===== config.mk =====
export PLATFORM = sky130hd
export DESIGN_NAME = bcd_seq_mult
export DESIGN_NICKNAME = d
export VERILOG_FILES = /design/src/rtl/bcd_pkg.sv /design/src/rtl/bcd_add_row.sv /design/src/rtl/bcd_seq_mult.sv
export SDC_FILE = /design/constraint.sdc
export NUM_CORES = 1
export LEC_CHECK = 0
export BUFFER_PORTS_ARGS = -buffer_cell sky130_fd_sc_hd__buf_2
export CAP_MARGIN = 10
export CORE_ASPECT_RATIO = 0.6
export CORE_MARGIN = 2
export CORE_UTILIZATION = 35
export CTS_CLUSTER_SIZE = 8
export DETAILED_ROUTE_END_ITERATION = 16
export PLACE_DENSITY = 0.5
export SYNTH_ARGS = -nofsm -noshare
export SYNTH_HDL_FRONTEND = slang
export SYNTH_SLANG_ARGS = --single-unit

===== constraint.sdc =====
create_clock -name in_clk -period 9.72 [get_ports in_clk]
set_clock_uncertainty 0.05 [all_clocks]
set_input_delay 1.458 -clock in_clk [delete_from_list [all_inputs] [get_ports in_clk]]
set_output_delay 1.458 -clock in_clk [all_outputs]
set_load 0.1 [all_outputs]

===== src/rtl/bcd_pkg.sv =====
// Shared definitions for the packed-BCD arithmetic blocks.
// Holds the digit width, the largest legal digit, the sequencer state type,
// and a digit-validity helper used by the optional operand check.
package bcd_pkg;

    localparam int BCD_DIGIT_W = 4;
    localparam int BCD_MAX     = 9;

    typedef enum logic [1:0] {
        IDLE = 2'd0,
        CALC = 2'd1,
        DONE = 2'd2
    } state_t;

    // A nibble is a legal BCD digit only in the range 0..9.
    function automatic logic bcd_digit_valid(input logic [BCD_DIGIT_W-1:0] d);
        return (d <= BCD_DIGIT_W'(BCD_MAX));
    endfunction

endpackage


===== src/rtl/bcd_add_row.sv =====
// Ripple row of packed-BCD digit adders, carry-in fixed at 0.
// Ports: a, b (DIGITS packed BCD digits each), sum (same width), cout (carry out of the top digit).
// Purely combinational; each digit adds a + b + cin and applies +6 correction when the raw sum exceeds 9.
module bcd_add_row
    import bcd_pkg::*;
#(
    parameter int DIGITS = 5
) (
    input  logic [BCD_DIGIT_W*DIGITS-1:0] a,
    input  logic [BCD_DIGIT_W*DIGITS-1:0] b,
    output logic [BCD_DIGIT_W*DIGITS-1:0] sum,
    output logic                          cout
);

    logic                 carry;
    logic [BCD_DIGIT_W:0] raw;

    always_comb begin
        carry = 1'b0;
        raw   = '0;
        sum   = '0;
        for (int i = 0; i < DIGITS; i++) begin
            raw = {1'b0, a[i*BCD_DIGIT_W +: BCD_DIGIT_W]}
                + {1'b0, b[i*BCD_DIGIT_W +: BCD_DIGIT_W]}
                + {{BCD_DIGIT_W{1'b0}}, carry};
            // Sums above 9 skip the six unused codes and carry into the next digit.
            if (raw > (BCD_DIGIT_W+1)'(BCD_MAX)) begin
                raw   = raw + (BCD_DIGIT_W+1)'(6);
                carry = 1'b1;
            end else begin
                carry = 1'b0;
            end
            sum[i*BCD_DIGIT_W +: BCD_DIGIT_W] = raw[BCD_DIGIT_W-1:0];
        end
        cout = carry;
    end

endmodule


===== src/rtl/bcd_seq_mult.sv =====
// Sequential DIGITS x DIGITS packed-BCD multiplier (repeated addition, one digit shift per multiplier digit).
// Ports: in_clk/in_rst, in_start + in_a/in_b operands, out_busy (CALC), out_done (1-cycle pulse), out_p product, out_err.
// Latency: sum of multiplier digits + DIGITS cycles; optional operand check under BCD_SEQ_MULT_INPUT_CHECK_EN.
module bcd_seq_mult
    import bcd_pkg::*;
#(
    parameter int DIGITS = 4
) (
    input  logic                          in_clk,
    input  logic                          in_rst,
    input  logic                          in_start,
    input  logic [BCD_DIGIT_W*DIGITS-1:0] in_a,
    input  logic [BCD_DIGIT_W*DIGITS-1:0] in_b,
    output logic                          out_busy,
    output logic                          out_done,
    output logic [2*BCD_DIGIT_W*DIGITS-1:0] out_p,
    output logic                          out_err
);

    localparam int AW   = BCD_DIGIT_W * DIGITS;
    localparam int PW   = 2 * AW;
    localparam int RW   = BCD_DIGIT_W * (DIGITS + 1);
    localparam int ACCW = BCD_DIGIT_W * (2 * DIGITS + 1);
    localparam int IDXW = (DIGITS > 1) ? $clog2(DIGITS) : 1;

    state_t                 state, state_nxt;
    logic [AW-1:0]          a_reg;
    logic [AW-1:0]          b_reg;
    logic [ACCW-1:0]        acc;
    logic [BCD_DIGIT_W-1:0] cnt;
    logic [IDXW-1:0]        idx;
    logic                   start_acc;
    logic                   last_digit;
    logic                   input_bad;
    logic [RW-1:0]          row_sum;
    logic                   row_cout;

    assign start_acc  = in_start && (state != CALC);
    assign last_digit = (idx == IDXW'(DIGITS - 1));

`ifdef BCD_SEQ_MULT_INPUT_CHECK_EN
    logic err_q;

    always_comb begin
        input_bad = 1'b0;
        for (int i = 0; i < DIGITS; i++) begin
            if (!bcd_digit_valid(in_a[i*BCD_DIGIT_W +: BCD_DIGIT_W]) ||
                !bcd_digit_valid(in_b[i*BCD_DIGIT_W +: BCD_DIGIT_W]))
                input_bad = 1'b1;
        end
    end

    always_ff @(posedge in_clk or posedge in_rst) begin
        if (in_rst)
            err_q <= 1'b0;
        else if (start_acc)
            err_q <= input_bad;
    end

    assign out_err = err_q;
`else
    assign input_bad = 1'b0;
    assign out_err   = 1'b0;
`endif

    // The multiplicand is always added into the upper DIGITS+1 digits; the
    // right shift after each multiplier digit walks partial products down.
    bcd_add_row #(
        .DIGITS (DIGITS + 1)
    ) u_add_row (
        .a    (acc[ACCW-1 -: RW]),
        .b    ({{BCD_DIGIT_W{1'b0}}, a_reg}),
        .sum  (row_sum),
        .cout (row_cout)
    );

    always_ff @(posedge in_clk or posedge in_rst) begin
        if (in_rst)
            state <= IDLE;
        else
            state <= state_nxt;
    end

    always_comb begin
        state_nxt = state;
        out_busy  = (state == CALC);
        out_done  = (state == DONE);
        case (state)
            IDLE, DONE: begin
                if (in_start)
                    state_nxt = input_bad ? DONE : CALC;
                else
                    state_nxt = IDLE;
            end
            CALC: begin
                if ((cnt == '0) && last_digit)
                    state_nxt = DONE;
            end
            default: state_nxt = IDLE;
        endcase
    end

    always_ff @(posedge in_clk or posedge in_rst) begin
        if (in_rst) begin
            a_reg <= '0;
            b_reg <= '0;
            acc   <= '0;
            cnt   <= '0;
            idx   <= '0;
            out_p <= '0;
        end else if (start_acc) begin
            a_reg <= in_a;
            b_reg <= in_b;
            acc   <= '0;
            cnt   <= in_b[BCD_DIGIT_W-1:0];
            idx   <= '0;
            // A rejected operand pair reports a zero product.
            if (input_bad)
                out_p <= '0;
        end else if (state == CALC) begin
            if (cnt != '0) begin
                acc[ACCW-1 -: RW] <= row_sum;
                cnt               <= cnt - 1'b1;
            end else begin
                acc <= acc >> BCD_DIGIT_W;
                if (last_digit) begin
                    // Low 2N digits of the shifted accumulator; its top digit is zero here.
                    out_p <= acc[BCD_DIGIT_W +: PW];
                end else begin
                    idx <= idx + 1'b1;
                    cnt <= b_reg[BCD_DIGIT_W*(int'(idx)+1) +: BCD_DIGIT_W];
                end
            end
        end
    end

`ifndef SYNTHESIS
    // The accumulator never reaches 10^(2N+1), so a carry out of the row is a logic bug.
    always_ff @(posedge in_clk) begin
        if (!in_rst && (state == CALC) && (cnt != '0))
            assert (!row_cout) else $error("bcd_seq_mult: unexpected carry out of adder row");
    end
`endif

endmodule


# After elaboration in Yosys (flattened, before gate mapping)
# Cells that the tools add are included.
# Widths: inputs -> output; s select.
[word_totals] ff_bits=108 input_bits=35 output_inout_bits=35 elab_cells=75
[classes] add_sub_neg=16 magnitude_cmp=5 n_eq_ne=8 shifts=1 n_mux=24 bitwise=2 reduce_logical=11
[ops] cell="$mux 36" count=2
[ops] cell="$mux 4" count=9
[ops] cell="$gt 5x4->1 const B" count=5
[ops] cell="$add 4x3->4 const B" count=5
[ops] cell="$add 4x4->5" count=4
[ops] cell="$mux 20" count=1
[ops] cell="$mux 16" count=1
[ops] cell="$shiftx 16x6->4" count=1
[ops] cell="$add 5x1->5" count=3
[ops] cell="$mux 2" count=5
[ops] cell="$add 4x1->5" count=1
[ops] cell="$mux 1" count=5
[ops] cell="$eq 2x2->1 const B" count=2
[ops] cell="$logic_not 4->1" count=1
[ops] cell="$ne 2x1->1 const B" count=2
[ops] cell="$ne 2x2->1 const B" count=2
[ops] cell="$pmux 2 s2" count=1
[ops] cell="$reduce_and 2->1" count=2
[ops] cell="$reduce_and 4->1" count=1
[ops] cell="$reduce_bool 4->1" count=1
[ops] cell="$sub 4x1->4 const B" count=1
[ops] cell="$add 2x1->3 const B" count=1
[ops] cell="$ne 3x2->1 const B" count=1
[ops] cell="$reduce_and 3->1" count=1
[ops] cell="7 further kinds" count=9

# Logic depth before layout (Yosys ltp)
# Gate-level depths: netlist of the first run.
[depth] depth_word=18 ltp_mapped=35 ltp_nobuf=35

# Modules after synthesis
# From an unflattened synthesis of the first run, not the netlist that was laid out.
[hier_totals] cells_unflattened=544 hier_area_um2=5454.0
[by_module_without_submodules] module="bcd_seq_mult" n_inst=1 cells_per_inst=400 area_each_um2=4260.3 seq_area_each_um2=2502.4
[by_module_without_submodules] module="bcd_add_row" n_inst=1 cells_per_inst=144 area_each_um2=1193.6 seq_area_each_um2=0.0

# Least setup slack after synthesis of the first run
# OpenSTA, ideal clock, no wires.
[synth_timing] path_kind="register to register" start="register acc[16]" end="register acc[34]" setup_time_ns=0.087 arrival_ns=6.872 t_required_ns=9.583 path_slack_ns=2.711 stages_incl_launch_ff=34 path_buffers=0 synth_period_minus_slack_ns=7.009 cell_sequence="dfrtp_1 -> ha_1 -> inv_1 -> fa_1 -> xor2_1 -> nand2_1 -> a21oi_1 -> fa_1 -> inv_1 -> fa_1 -> a21o_1 -> a21oi_1 -> o21a_1 -> fa_1 -> inv_1 -> fa_1 -> a21o_1 -> a21oi_1 -> a21boi_0 -> fa_1 -> inv_1 -> fa_1 -> a21o_1 -> a21oi_1 -> o21ai_0 -> ha_1 -> ha_1 -> xnor2_1 -> ha_1 -> nor2b_1 -> a31oi_1 -> a21boi_0 -> or3_1 -> o211ai_1"
[synth_via] elab_chain_len=18 word_cells_on_any_way=19 classes_between="add/sub (6); order compare (5); mux (8)"
[synth_lines] item="from (decl)" line_no="bcd_seq_mult.sv:29" source="logic [ACCW-1:0] acc;"
[synth_lines] item="from (signal, indexed assignment)" line_no="bcd_seq_mult.sv:122" source="acc[ACCW-1 -: RW] <= row_sum;"
[synth_lines] item="from (signal assigned)" line_no="bcd_seq_mult.sv:125" source="acc <= acc >> BCD_DIGIT_W;"
[synth_lines] item="$add 4x4->5 (*)" line_no="bcd_add_row.sv:24" source="+ {1'b0, b[i*BCD_DIGIT_W +: BCD_DIGIT_W]}"
[synth_lines] item="$gt 5x4->1 (*)" line_no="bcd_add_row.sv:27" source="if (raw > (BCD_DIGIT_W+1)'(BCD_MAX)) begin"
[synth_lines] item="$mux 1 (*)" line_no="bcd_add_row.sv:27"
[synth_lines] item="$add 5x1->5 (*)" line_no="bcd_add_row.sv:25" source="+ {{BCD_DIGIT_W{1'b0}}, carry};"
[synth_lines] item="$gt 5x4->1 (*)" line_no="bcd_add_row.sv:27"
[synth_lines] item="$mux 1 (*)" line_no="bcd_add_row.sv:27"
[synth_lines] item="$add 5x1->5 (*)" line_no="bcd_add_row.sv:25"
[synth_lines] item="$gt 5x4->1 (*)" line_no="bcd_add_row.sv:27"
[synth_lines] item="[2 not listed]"
[synth_lines] item="$gt 5x4->1 (*)" line_no="bcd_add_row.sv:27"
[synth_lines] item="$mux 1 (*)" line_no="bcd_add_row.sv:27"
[synth_lines] item="$add 4x1->5 (*)" line_no="bcd_add_row.sv:25"
[synth_lines] item="$add 4x3->4 or $gt 5x4->1 (tied branches)" line_no="bcd_add_row.sv:28, bcd_add_row.sv:27"
[synth_lines] item="$mux 4 (*)" line_no="bcd_add_row.sv:27"
[synth_lines] item="$mux 20 (*)" line_no="bcd_seq_mult.sv:121" source="if (cnt != '0) begin"
[synth_lines] item="$mux 36 (*)" line_no="bcd_seq_mult.sv:120" source="end else if (state == CALC) begin"
[synth_lines] item="$mux 36 (*)" line_no="bcd_seq_mult.sv:111" source="end else if (start_acc) begin"
# Mark *: on every way between the ends. The rest lies on a longest branch, timed or not. The select of a mux whose other input is x is not followed.
# A chain may end at the register's enable or synchronous reset.

# Worst setup path in the final report of the first run
# Ends and elaborated chain as after synthesis.

==> reports/results.ini, run 1 <==
[drt]
drc = 0
wl_met3_um = 647
wl_met2_um = 5650
drt_first_pass_iters = 5
highest_layer = met4
routed_via_density = 5.14
wl_per_cell_um = 16.6
wl_met1_um = 6630
ant_nets = 0
vias = 4032
wirelength_um = 13000
drt_iter0_markers = 275

[placed_design]
place_congestion = 0.840
hpwl_um = 9280
io_buffers = 68

[flow_run]
drv_cap = 0

[sta]
grt_setup_unrepaired = no
fmaxAchievable_mhz = 127
max_slew_margin = 0.261
fin_crit_ns = 7.89
slew_viol_final = 0
finalHoldViolCount = 0
worst_pin_slew_ns = 1.11
fin_crit_sh = 0.812
finalSetupViolCount = 0
final.setup.tns_ns = 0

[clock_tree]
clk_pin_slew_ns = 0.07
clockBufferDepth = 2
cts_resized = 0
clock_latency_ns = 0.35
cts_sinks = 100
holdBufCountCts = 0
cts_max_level = 3
post-cts-setup-buffer-count = 0
cts_buffers = 9
clockRootBuffer = clkbuf_16
cts_tree = done

[worst_setup_path]
worstReg2RegStart = acc[16]
worst_path_most_repeated_cell = fa_1
critPathRequiredTime_ns = 9.94
cpPeakStageDelay_ns = 0.44
crit_slowest_cell = fa_1
cp-startpoint = acc[16]
crit_type = flip-flop to flip-flop
reg2reg_slack_ns = 1.83
critPathCaptureType = flip-flop
cp_data_arrival_time_ns = 8.11
cp_max_fo = 5
startpoint_type = flip-flop

[die]
rows = 34
chipWidth_um = 163
die_h_um = 99.2
start_util = 0.361
fp.dieArea_um2 = 16100
io-pin-count = 70
coreArea_um2 = 14600

[min_path]
min_from = b_reg[7]
hp-class = flip-flop to flip-flop

[final_layout]
multi_input_area_um2 = 2540
nets = 646
layout_commonest_cell = dfrtp_1
final_cell_mix = 100 x dfrtp_1, 95 x nand2_1, 68 x buf_2, 33 x o21ai_0, 32 x mux2_2
register_area_um2 = 2500
drive_above_1_share = 0.227
area_delta_synth_final_pct = 15.1
antenna_cells = 0
fillCellCount = 1484

[yosys]
synth_area_um2 = 5290
ys_types = 59
yosys_warnings = 0
ys.flop_type = dfrtp_1
yosysSeqAreaShare = 0.473
synth_edf_count = 0
synth_area_per_cell_um2 = 10.2
synthArstFlopShare = 1.00
syn_inst = 520
synth_fp_nets = 584
ys_ff_latch = 100

[global_route]
antenna_found_initial = 0
grt_pass1_vias = 4214
grt_first_pass_wirelength_um = 21900
grt_max_degree = 52
grt.overflow.total = 0
grt_use_total = 0.173

[status]
status = completed

==> cells in the mapped netlist, types with 3 or more instances <==
cell / count / share of area
dfrtp_1: 100 / 0.47
nand2_1: 95 / 0.067
o21ai_0: 33 / 0.031
mux2_2: 32 / 0.068
inv_1: 30 / 0.021
nor2_1: 26 / 0.018
ha_1: 22 / 0.052
a21oi_1: 20 / 0.019
a22o_1: 13 / 0.022
mux2i_1: 11 / 0.021
nand3_1: 10 / 0.0095
a22oi_1: 9 / 0.013
buf_2: 8 / 0.0076
clkbuf_1: 8 / 0.0057
fa_1: 7 / 0.027
xnor2_1: 7 / 0.012
nand3b_1: 6 / 0.0085
a21o_1: 5 / 0.0071
a31oi_1: 5 / 0.0059
buf_4: 5 / 0.0071
xor2_1: 5 / 0.0083
a211oi_1: 4 / 0.0057
nor2b_1: 4 / 0.0047
o221ai_1: 4 / 0.0066
o31ai_1: 4 / 0.0057
and2_1: 3 / 0.0036
nor3_1: 3 / 0.0028
==> cells by family after synthesis <==
kind of cell / Yosys count / synth area share
compound gates: 119 / 0.153
xor+xnor: 12 / 0.0199
fa+ha+maj: 29 / 0.0786
buf+inv: 54 / 0.0471
flops: 100 / 0.473
mux: 43 / 0.0890
other cells: 1 / 0.000709
simple gates: 162 / 0.138
==> path summary, 6_finish.rpt <==
check                           endpoint  cells past startpoint
worst max-delay path             acc[34]                     33
worst min-delay path            b_reg[7]                      2
worst max register to register   acc[34]                     33
worst min register to register  b_reg[7]                      2
max in group asynchronous       a_reg[0]                      3
min in group asynchronous       out_p[3]                      2
==> critical path: cells and delay by family (launching register included) <==
kind	cells	cell delay, ns
AND/OR/NAND/NOR	3	0.58
buffers and inverters	4	0.21
flip-flops	1	0.39
XOR/XNOR	2	0.50
AO/OA/AOI/OAI	13	2.85
adder cells (fa/ha/maj)	11	3.24
==> metal layers <==
metal / vias to the layer above / global-route usage
met4: 0 / 0.0415
li1: 1942 / -
met1: 1979 / 0.253
met3: 9 / 0.0379
met2: 102 / 0.263
met5: - / 0
==> cell type report <==
cell class,count,share of cell area
well taps,198,0.0407
flip-flops and latches,100,0.411
clock inverters,7,0.0107
repair buffers,74,0.0633
inverters,31,0.0199
multi-input cells,366,0.417
clock buffers,9,0.0370
==> stage by stage <==
| stage | worst slack (ns) | area (um^2) | hold WS, ns | std cells | util |
|---|---|---|---|---|---|
| 3_5_place_dp | 1.88 | 5790 | 0.412 | 769 | 0.396 |
| 6_report | 1.83 | 6080 | 0.426 | 785 | 0.416 |
| 2_1_floorplan | 2.71 | 5290 | 0.395 | 520 | - |
| 3_3_place_gp | 2.29 | 5790 | 0.410 | 769 | 0.396 |
| 4_1_cts | 1.86 | 6080 | 0.432 | 785 | 0.416 |
| 5_1_grt | 1.15 | 6080 | 0.451 | 785 | 0.416 |
Power of run 1 is left out: the tool's default activity adds up to more than one toggle a clock period on the data nets, which glitch-free logic cannot reach.
==> run 2, diff against run 1 <==
--- a/config.mk
+++ b/config.mk
@@ -5,6 +5,7 @@
 export SDC_FILE = /design/constraint.sdc
 export NUM_CORES = 1
 export LEC_CHECK = 0
+export ABC_AREA = 1
 export BUFFER_PORTS_ARGS = -buffer_cell sky130_fd_sc_hd__buf_2
 export CAP_MARGIN = 10
 export CORE_ASPECT_RATIO = 0.6
==> constraint.sdc (replaced) <==
create_clock -name in_clk -period 7.35 [get_ports in_clk]
set_clock_uncertainty 0.05 [all_clocks]
set_input_delay 1.1025 -clock in_clk [delete_from_list [all_inputs] [get_ports in_clk]]
set_output_delay 1.1025 -clock in_clk [all_outputs]
set_load 0.1 [all_outputs]
==> reports/results.ini, run 2 <==
[yosys]
ys.flop_type = dfrtp_1
synth_top_area_share = 0.488
synth_fp_nets = 670
synth_top_cell_by_area = dfrtp_1
syn_inst = 606
ys_ff_latch = 100
ys_types = 34
yosysSeqAreaShare = 0.488
yosys.cell_count.top_type = nand2_1
synth_commonest_cells = 153 x nand2_1, 100 x dfrtp_1, 89 x inv_1
synth_area_um2 = 5120
synthArstFlopShare = 1.00
synth_area_per_cell_um2 = 8.45
synth_area_leaders = dfrtp_1 49%, nand2_1 11%, inv_1 6.5%
synth_edf_count = 0
yosys_warnings = 0

[global_route]
antenna_found_initial = 0
grt_use_total = 0.167
grt_pass1_vias = 4110
grt.overflow.total = 0
grt_first_pass_wirelength_um = 20800
grt_max_degree = 77

[min_path]
min_from = out_p[7]
hp-class = flip-flop to flip-flop
min_path_cells = 2
worstHoldEndpoint = out_p[7]

[drt]
wirelength_um = 12200
drt_iter0_markers = 303
wl_per_cell_um = 14.0
wl_met3_um = 387
wl_met2_um = 5570
drc = 0
drt_first_pass_iters = 5
wl_met1_um = 6130
routed_via_density = 4.71
vias = 4102
ant_nets = 0
highest_layer = met4

[clock_tree]
holdBufCountCts = 0
cts_buffers = 9
clk_pin_slew_ns = 0.07
clock_latency_ns = 0.34
clockBufferDepth = 2
cts_sinks = 100
cts_max_level = 3
clockRootBuffer = clkbuf_16
cts_tree = done

[placed_design]
hpwl_um = 9000
io_buffers = 68
place_congestion = 0.852

[die]
fp.dieArea_um2 = 15700
chipWidth_um = 160
rows = 34
io-pin-count = 70
coreArea_um2 = 14400
start_util = 0.356
die_h_um = 97.7

[sta]
fmaxAchievable_mhz = 145
fin_crit_ns = 6.92
holdWs_ns = 0.433
max_slew_margin = 0.355
fin_crit_sh = 0.941
worst_pin_slew_ns = 0.967
slew_viol_final = 0
finalHoldViolCount = 0
finalSetupViolCount = 0

[final_layout]
layout_commonest_cell = nand2_1
drive_above_1_share = 0.192
final_cell_mix = 147 x nand2_1, 100 x dfrtp_1, 85 x inv_1, 68 x buf_2, 41 x o21ai_1
fillCellCount = 1509
area_delta_synth_final_pct = 16.9
antenna_cells = 0
register_area_um2 = 2500
multi_input_area_um2 = 2200
nets = 732

[worst_setup_path]
crit_slowest_cell = fa_2
cpPeakStageDelay_ns = 0.53
ff2ff_path_depth = 41
r2r_end = acc[35]
worstReg2RegStart = acc[16]
startpoint_type = flip-flop
cp_data_arrival_time_ns = 7.09
worst_path_most_repeated_cell = inv_1
crit_type = flip-flop to flip-flop
reg2reg_slack_ns = 0.43
critPathCaptureType = flip-flop
cp_max_fo = 5
critPathRequiredTime_ns = 7.52

[status]
status = completed

[flow_run]
drv_cap = 0

-- run 2: metal layers --
metal,up-vias,global-route usage
met5,-,0
met4,0,0.0402
met3,9,0.0418
met2,63,0.260
met1,1966,0.236
li1,2064,-
-- run 2: worst max-delay path by stage --
stage             from  slack, ns  depth (start not counted)      end
6_report       acc[16]       0.43                         41  acc[35]
5_1_grt        acc[16]      -0.02                         41  acc[35]
4_1_cts        acc[16]       0.06                         42  acc[35]
3_5_place_dp   acc[16]       0.11                         42  acc[35]
3_3_place_gp   acc[16]       0.64                         42  acc[35]
2_1_floorplan  acc[16]       0.97                         42  acc[35]
-- run 2: repair_timing --
action,CTS,global route
setup endpoints to repair,0,3
gates resized for setup,0,20
setup buffers,0,2
-- run 2: through the flow --
stage	setup WS (ns)	cells	TNS (ns)	util	cell area [um^2]
finish	0.431	871	0	0.417	5990
CTS	0.0609	869	0	0.411	5910
detailed placement	0.109	853	0	0.390	5600
floorplan	0.966	606	0	-	5120
global placement	0.644	853	0	0.390	5600
global route	-0.0211	871	-0.0285	0.417	5990
-- run 2: logic make-up (layout without fill, tap and decap cells) --
kind of cell,Yosys count,count (layout),synth area share
simple gates,224,224,0.184
compound gates,129,129,0.138
buf+inv,116,183,0.0945
flops,100,100,0.488
fa+ha+maj,29,29,0.0811
xor+xnor,7,7,0.0134
other cells,1,1,0.000732
-- run 2: cell type report --
type	instances	share of cell area
Clock inverter	6	0.0115
Tap cell	198	0.0414
Sequential cell	100	0.418
Clock buffer	10	0.0399
Multi-Input combinational cell	390	0.368
Inverter	95	0.0599
Timing Repair Buffer	72	0.0618
-- run 2: worst max-delay path, delay by kind of cell, from the launching register on --
family | cells | cell delay [ns]
adder cells (fa/ha/maj) | 11 | 3.61
AND/OR/NAND/NOR | 18 | 1.69
buffers and inverters | 11 | 0.84
flip-flops | 1 | 0.41
AO/OA/AOI/OAI | 1 | 0.17
Power of run 2 is left out for the same reason.
==> run 3, diff against run 2 <==
--- a/config.mk
+++ b/config.mk
@@ -11,9 +11,11 @@
 export CORE_ASPECT_RATIO = 0.6
 export CORE_MARGIN = 2
 export CORE_UTILIZATION = 35
+export CTS_CLUSTER_DIAMETER = 50
 export CTS_CLUSTER_SIZE = 8
 export DETAILED_ROUTE_END_ITERATION = 16
 export PLACE_DENSITY = 0.5
+export SKIP_CTS_REPAIR_TIMING = 1
 export SYNTH_ARGS = -nofsm -noshare
 export SYNTH_HDL_FRONTEND = slang
 export SYNTH_SLANG_ARGS = --single-unit
==> constraint.sdc (replaced) <==
create_clock -name in_clk -period 8.45 [get_ports in_clk]
set_clock_uncertainty 0.05 [all_clocks]
set_input_delay 1.2675 -clock in_clk [delete_from_list [all_inputs] [get_ports in_clk]]
set_output_delay 1.2675 -clock in_clk [all_outputs]
set_load 0.1 [all_outputs]
==> reports/results.ini, run 3 (synthesis gave the netlist of run 2 again) <==
[global_route]
grt_pass1_vias = 4062
grt_use_total = 0.166
antenna_found_initial = 0
grt.overflow.total = 0
grt_max_degree = 77
grt_first_pass_wirelength_um = 20600

[worst_setup_path]
ff2ff_path_depth = 42
crit_type = flip-flop to flip-flop
crit_slowest_cell = fa_1
critPathRequiredTime_ns = 8.63
startpoint_type = flip-flop
cpPeakStageDelay_ns = 0.45
critPathCaptureType = flip-flop
cp_data_arrival_time_ns = 7.48
worst_path_most_repeated_cell = nand2_1
cp_max_fo = 5

[placed_design]
hpwl_um = 8900
io_buffers = 68
place_congestion = 0.852

[status]
status = completed

[clock_tree]
cts_tree = done
clockRootBuffer = clkbuf_16
clockBufferDepth = 2
clock_latency_ns = 0.35
cts_max_level = 3
cts_sinks = 100
clk_pin_slew_ns = 0.07
cts_buffers = 9

[die]
coreArea_um2 = 14400
fp.dieArea_um2 = 15700
die_h_um = 97.7
io-pin-count = 70
start_util = 0.356
rows = 34
chipWidth_um = 160

[sta]
finalHoldViolCount = 0
fin_crit_ns = 7.30
final.setup.tns_ns = 0
max_slew_margin = 0.352
grt_setup_unrepaired = no
fin_crit_sh = 0.863
slew_viol_final = 0
worst_pin_slew_ns = 0.972
finalSetupViolCount = 0
fmaxAchievable_mhz = 137

[drt]
vias = 4131
routed_via_density = 4.75
wl_per_cell_um = 13.9
drt_first_pass_iters = 5
ant_nets = 0
wirelength_um = 12100
drt_iter0_markers = 327
drc = 0

[min_path]
min_path_cells = 2
hp-class = flip-flop to flip-flop

[final_layout]
layout_commonest_cell = nand2_1
final_cell_mix = 153 x nand2_1, 100 x dfrtp_1, 88 x inv_1, 68 x buf_2, 41 x o21ai_1
area_delta_synth_final_pct = 14.9
drive_above_1_share = 0.161
antenna_cells = 0
nets = 730

[flow_run]
drv_cap = 0

-- run 3: worst max-delay path: cells and delay by family (launching register included) --
kind | cells | cell delay (ns)
xor+xnor | 3 | 0.74
flops | 1 | 0.38
simple gates | 19 | 2.08
compound gates | 1 | 0.08
fa+ha+maj | 11 | 3.19
buf+inv | 8 | 0.65
-- run 3: worst paths after layout --
path / endpoint / from / slack [ns]
max in group asynchronous: out_p[7] / in_rst / 6.26
max: acc[35] / acc[16] / 1.15
min reg2reg: out_p[7] / out_p[7] / 0.44
min in group asynchronous: a_reg[15] / in_rst / 0.82
min: out_p[7] / out_p[7] / 0.44
max reg2reg: acc[35] / acc[16] / 1.15
-- run 3: through the flow --
step	cell area [um^2]	utilization	setup slack, ns	cells	hold WS, ns
2_1_floorplan	5120	-	2.07	606	0.394
3_3_place_gp	5600	0.390	1.74	853	0.417
3_5_place_dp	5600	0.390	1.20	853	0.424
4_1_cts	5890	0.409	1.19	869	0.441
5_1_grt	5890	0.409	0.513	869	0.460
6_report	5890	0.409	1.15	869	0.437
-- run 3: area by class of cell --
cell class              count  area [um^2]
well taps                 198          248
clock inverters             6         45.0
multi-input cells         390         2140
inverters                  95          359
clock buffers              10          239
repair buffers             70          355
flip-flops and latches    100         2500
fillers                  1511         8490
-- run 3: per-layer routing --
metal  routed length [um]  GRT usage  part of all wire  vias to the layer above
met4                  111     0.0444            0.0092                        0
met1                 5900      0.234              0.49                     1961
met3                  662     0.0478             0.055                       10
li1                     -          -                 -                     2062
met5                    0          0                 0                        -
met2                 5440      0.250              0.45                       98
Power of run 3 is left out for the same reason.
